[config.mk]
export PLATFORM = sky130hd
export DESIGN_NAME = regfile4_onehot
export DESIGN_NICKNAME = d
export VERILOG_FILES = /design/src/rtl/regfile4_onehot.sv
export SDC_FILE = /design/constraint.sdc
export NUM_CORES = 1
export LEC_CHECK = 0
export ABC_AREA = 0
export BUFFER_PORTS_ARGS = -buffer_cell sky130_fd_sc_hd__buf_2
export CORE_AREA = 8 8 117 65
export CTS_CLUSTER_DIAMETER = 60
export DETAILED_ROUTE_END_ITERATION = 8
export DIE_AREA = 0 0 125 73
export GPL_TIMING_DRIVEN = 0
export SYNTH_ARGS = -nofsm -noshare
export SYNTH_HDL_FRONTEND = slang
export SYNTH_SLANG_ARGS = --single-unit
[constraint.sdc]
create_clock -name clk -period 3.9 [get_ports clk]
set_clock_uncertainty 0.15 [all_clocks]
set_input_delay 0.39 -clock clk [delete_from_list [all_inputs] [get_ports clk]]
set_output_delay 0.39 -clock clk [all_outputs]
set_load 0.005 [all_outputs]
[src/rtl/regfile4_onehot.sv]
// Four-entry register file with one-hot write select, two registered read ports
// and a sticky malformed-select flag. Define REGFILE4_WR_BYPASS_EN to forward same-edge writes to reads.
module regfile4_onehot #(
  parameter int WIDTH = 8
) (
  input  logic             clk,
  input  logic             reset,
  input  logic             wr_en,
  input  logic [3:0]       wr_sel,
  input  logic [WIDTH-1:0] wr_data,
  input  logic             rd_en,
  input  logic [1:0]       rd_addr_a,
  input  logic [1:0]       rd_addr_b,
  output logic [WIDTH-1:0] rd_data_a,
  output logic [WIDTH-1:0] rd_data_b,
  output logic             rd_valid,
  output logic             sel_err
);

  logic [WIDTH-1:0] regs [4];
  logic             sel_onehot;
  logic             wr_ok;
  logic             wr_bad;
  logic [WIDTH-1:0] rd_val_a;
  logic [WIDTH-1:0] rd_val_b;

  // Exactly one bit set: non-zero and clearing the lowest set bit leaves nothing.
  assign sel_onehot = (wr_sel != 4'b0000) && ((wr_sel & (wr_sel - 4'd1)) == 4'b0000);
  assign wr_ok      = wr_en && sel_onehot;
  assign wr_bad     = wr_en && !sel_onehot;

`ifdef REGFILE4_WR_BYPASS_EN
  assign rd_val_a = (wr_ok && wr_sel[rd_addr_a]) ? wr_data : regs[rd_addr_a];
  assign rd_val_b = (wr_ok && wr_sel[rd_addr_b]) ? wr_data : regs[rd_addr_b];
`else
  assign rd_val_a = regs[rd_addr_a];
  assign rd_val_b = regs[rd_addr_b];
`endif

  always_ff @(posedge clk) begin
    if (reset) begin
      for (int i = 0; i < 4; i++) begin
        regs[i] <= '0;
      end
      rd_data_a <= '0;
      rd_data_b <= '0;
      rd_valid  <= 1'b0;
      sel_err   <= 1'b0;
    end else begin
      for (int i = 0; i < 4; i++) begin
        if (wr_ok && wr_sel[i]) begin
          regs[i] <= wr_data;
        end
      end
      if (rd_en) begin
        rd_data_a <= rd_val_a;
        rd_data_b <= rd_val_b;
      end
      rd_valid <= rd_en;
      if (wr_bad) begin
        sel_err <= 1'b1;
      end
    end
  end

endmodule

## Word level (Yosys, flattened, before mapping)

Memory sizes are Yosys's and may differ from the RTL's. A register that Yosys moved wholly into a read port is not among the register bits.
Index checks and enable logic that the tools add are counted.

- $add $sub $neg: 1
- Muxes and demuxes: 18
- Bitwise gates (word level): 5
- Reduce and logical (&&, ||, !) cells: 10

Operators by type and width:

| operator | number |
|---|---|
| 2-to-1 mux 8 bit | 4 |
| 2-to-1 mux 1 bit | 14 |
| logical AND 1 bit | 7 |
| bitwise AND 4 bit | 1 |
| logical NOT 4 bit | 1 |
| OR 1 bit | 4 |
| nonzero test 4 bit | 1 |
| subtractor 4 x 1 -> 4 bit, second input constant | 1 |
| logical NOT 1 bit | 1 |

- Flip-flop bits (word level): 2
- Memory bits (writable): 32
- Output and inout bits: 18
- Logic and storage cells: 37
- Memories: 1

Memories:

| name | words | width | read ports | clocked after Yosys merged registers in | wr ports | RTL line | RTL |
|---|---|---|---|---|---|---|---|
| regs | 4 | 8 | 2 | 2 | 4 | 20 | `logic [WIDTH-1:0] regs [4];` |

## Longest topological paths before layout

- Word-level depth: 10
- Gate-level depth with buffers: 4

## Least setup slack after synthesis

OpenSTA, ideal clock, no wires.

- Kind: in2reg
- Start point: in wr_sel[0]
- End point: mem regs[0][0], enable pin
- Library setup time: 0.331 ns
- Arrival time: 1.185 ns
- Required time: 3.419 ns
- Setup slack: 2.235 ns
- Stages on the path: 3
- Buffers on the path: 0
- Cells stage by stage: nor4b_2 -> a211o_1 -> a31o_1

RTL lines:

| what | RTL line | RTL |
|---|---|---|
| start, declared | 9 | `input logic [3:0] wr_sel,` |
| end, declared | 20 |  |

==> results by stage <==
Placement:
- The weighted congestion at the end of routability-driven global placement is 0.7441.
- In this run the tool buffered the top-level ports with 32 buffer cells.
- The post-DP HPWL is 3967 um.

Cells and area:
- The final net count is 217.
- The antenna diode count is 0.
- Relative to the synthesized area, the layout overhead comes to 19.34%.
- Of the cells placed in the final design, the portion with a size suffix greater than 1 is 0.3182.

Setup path:
- STA classifies the critical path endpoint as a flop.
- The largest individual stage delay along the critical path comes from the cell sky130_fd_sc_hd__a31o_1.
- The critical path required time is 3.68 ns.
- The worst setup path is of the input pin to flop kind.
- The peak fanout along the critical path is 8.
- STA classifies the critical path startpoint as an input pin.
- The critical path's largest stage delay is 0.47 ns.
- The arrival time at the worst endpoint is 1.60 ns.
- The critical path goes through buf_2 -> nor4b_2 -> a211o_1 -> a31o_1.
- The setup slack of the most critical reg-to-reg path is 2.49 ns.

Synthesis:
- Among all flip-flop cells after synthesis, the most frequent one is sky130_fd_sc_hd__edfxtp_1.
- Synthesis instantiated 22 different standard cells from the library.
- The synthesized netlist occupies a cell area of 0.002303 mm^2.
- The post-synthesis cell type with the largest combined area is sky130_fd_sc_hd__edfxtp_1.
- The synthesized instance count is 158.
- The synthesized netlist net count is 178.
- Sorting the synthesized cells by how often they occur yields sky130_fd_sc_hd__and2_1, sky130_fd_sc_hd__edfxtp_1, sky130_fd_sc_hd__dfxtp_1, sky130_fd_sc_hd__nor2_1.
- Of the total synthesized cell area, the portion taken by full adders, half adders and majority gates is 0.
- Of the total synthesized cell area, the portion taken by XOR and XNOR cells is 0.003802.
- In this run, synthesis inferred 32 flip-flops with an integrated enable.
- By area, the combinational part of the netlist is dominated by multiplexers.
- Measured against the total synthesized area, the mux share comes to 0.2260.
- The register bit count reported by yosys is 50.
- The part of the Yosys area used for sequential elements is 0.5736.
- The simple logic cell fraction of the synthesized area is 0.1586.
- For this run, asynchronously set or reset flops after synthesis account for 0.
- Sorting the synthesized cells by area gives the leading types as sky130_fd_sc_hd__edfxtp_1, sky130_fd_sc_hd__dfxtp_1, sky130_fd_sc_hd__mux4_2.
- The complex-gate fraction of the synthesized area is 0.02118.
- The Yosys step of the flow raised 0 warnings.
- The mean area per synthesized cell is 14.58 um^2.
- The share of synthesized area in the top cell type comes to 0.4172.

Clocking:
- The quantity of gates resized following cts is 0.
- The number of buffers inserted to repair setup after CTS is 0.
- The CTS sink count is 50.
- The hold buffer count at cts is 0.
- The latest clock arrival within the worst-skew pair is 0.29 ns.
- In this run the deepest clock path goes through 2 buffers.
- The clock-pin slew on the worst setup and hold paths is 0.06 ns.
- The number of buffers added by the clock tree synthesis step is 5.
- The root buffer cell chosen for the clock tree is sky130_fd_sc_hd__clkbuf_16.
- TritonCTS built the clock tree.
- The depth of the CTS H-tree is 2.

Power and ir drop:
- The leakage power total is 1.095 nW.
- The power per unit of standard cell area is 473.9 mW/mm^2.
- The worst voltage drop across the vdd grid is 0.1766 mV.

Timing:
- The max-slew violation count came to 0.
- In this run the tightest slew margin relative to its limit is 0.4003.
- The count of final setup violators is 0.
- The routed design could run at a clock period as short as 1.817 ns.
- Setup repair after global routing left no endpoint under its margin.
- The maximum achievable frequency is 550.5 MHz.
- Setup total negative slack on the finished layout was measured at 0 ns.
- Hold is met by 0.1921 ns.
- The slew of the pin with the lowest slew margin is 0.8922 ns.
- The count of endpoints failing hold in the final timing report is 0.
- Of the available clock period, the critical path in the final layout requires 0.4658.

Global routing:
- The number of global-route vias before repair came to 1555.
- The first-pass GRT wire length is 8349 um.
- For this run the aggregate overflow at the end of global routing stands at 0.
- The initial antenna violation count is 0.
- The pin count of the biggest net entering global routing is 16.
- In the global route stage, overall resource usage came out at 0.1223.

Route:
- Dividing the detail-routed wire length by the instance count gives 19.14 um.
- The via count is 1452.
- After detailed routing, the total wire length is 5263 um.
- The detailed router's first-iteration violation count is 113.
- The DRC violation count after routing is 0.
- The pre-antenna-repair detailed-routing pass consisted of 4 iterations.
- The count of antenna-violating nets left after detailed routing is 0.
- The via-per-instance ratio is 5.280.

Run status:
- The flow ran to the end, and the final reports show no timing, DRC or antenna violations.

Die:
- For this configuration, the core starts out at a cell density of 0.3900.
- For this design the top-level I/O count stands at 38.
- The floorplan step defined a core boundary enclosing 0.005906 mm^2.
- From bottom edge to top edge, the die measures 73 um.
- The die width is 125 um.
- The die covers 0.009125 mm^2.
- The floorplan has 20 rows.

Job:
- The tool flagged a number of max-cap violations equal to 0.

Min path:
- The tightest min-delay check is of the input pin to flop type.
==> power by group <==
group / switching (mW) / leakage (nW) / internal [mW]
sequential: 0.0183 / 0.457 / 0.601
clock: 0.185 / 0.0915 / 0.365
combinational: 0.0673 / 0.546 / 0.0660
total: 0.271 / 1.09 / 1.03
==> critical path: cells and delay by family <==
family | cells | cell delay, ns
compound gates | 2 | 0.69
buf+inv | 1 | 0.15
simple gates | 1 | 0.37
==> cell families after synthesis <==
group           after synthesis
mux                          32
simple gates                 60
compound gates                6
buf+inv                       9
xor+xnor                      1
flops                        50
==> stage by stage <==
stage | utilization | std cells | instance area, um^2 | setup WS, ns | power [mW]
2_1_floorplan | - | 158 | 2303 | 2.235 | 0.7073
3_3_place_gp | 0.4335 | 267 | 2560 | 1.847 | 0.7580
3_5_place_dp | 0.4335 | 267 | 2560 | 1.802 | 0.7652
4_1_cts | 0.4655 | 275 | 2749 | 2.090 | 1.308
5_1_grt | 0.4655 | 275 | 2749 | 2.019 | 1.342
6_report | 0.4655 | 275 | 2749 | 2.083 | 1.303
==> routing by layer <==
metal	vias to the layer above	global-route usage	wire length, um
li1	668	-	-
met1	724	0.1437	2387
met2	55	0.2014	2392
met3	5	0.04810	419
met4	0	0.04412	63
met5	-	0	0
==> registers in the layout, indices dropped and copies added (netlist names) <==
register / flops
rd_data_a: 8
rd_data_b: 8
rd_valid: 1
regs: 32
sel_err: 1
==> cell type report <==
type / instances / area [um^2]
Buffer: 8 / 35.03
Clock buffer: 5 / 125.1
Clock inverter: 3 / 63.81
Fill cell: 521 / 3157
Inverter: 1 / 3.754
Multi-Input combinational cell: 99 / 943.4
Sequential cell: 50 / 1321
Tap cell: 77 / 96.34
Timing Repair Buffer: 32 / 160.2
==> worst paths after layout <==
kind,start,to,cells after the start
worst max register to register,regs[3][4],rd_data_b[4],3
worst min-delay path,reset,rd_valid,2
worst max-delay path,wr_sel[0],regs[3][2],4
worst min register to register,sel_err,sel_err,2
==> layout by cell type, fill, tap and decap left out, types with 2 or more instances in the layout <==
master	count
sky130_fd_sc_hd__and2_1	32
sky130_fd_sc_hd__mux4_2	16
sky130_fd_sc_hd__nor4_2	2
sky130_fd_sc_hd__nand2b_1	3
sky130_fd_sc_hd__dfxtp_1	18
sky130_fd_sc_hd__bufinv_16	2
sky130_fd_sc_hd__mux2i_1	16
sky130_fd_sc_hd__clkbuf_1	4
sky130_fd_sc_hd__nor2_1	17
sky130_fd_sc_hd__buf_2	36
sky130_fd_sc_hd__edfxtp_1	32
sky130_fd_sc_hd__a31o_1	3
sky130_fd_sc_hd__clkbuf_16	5
No activity file was read; power rests on OpenSTA's default activity.
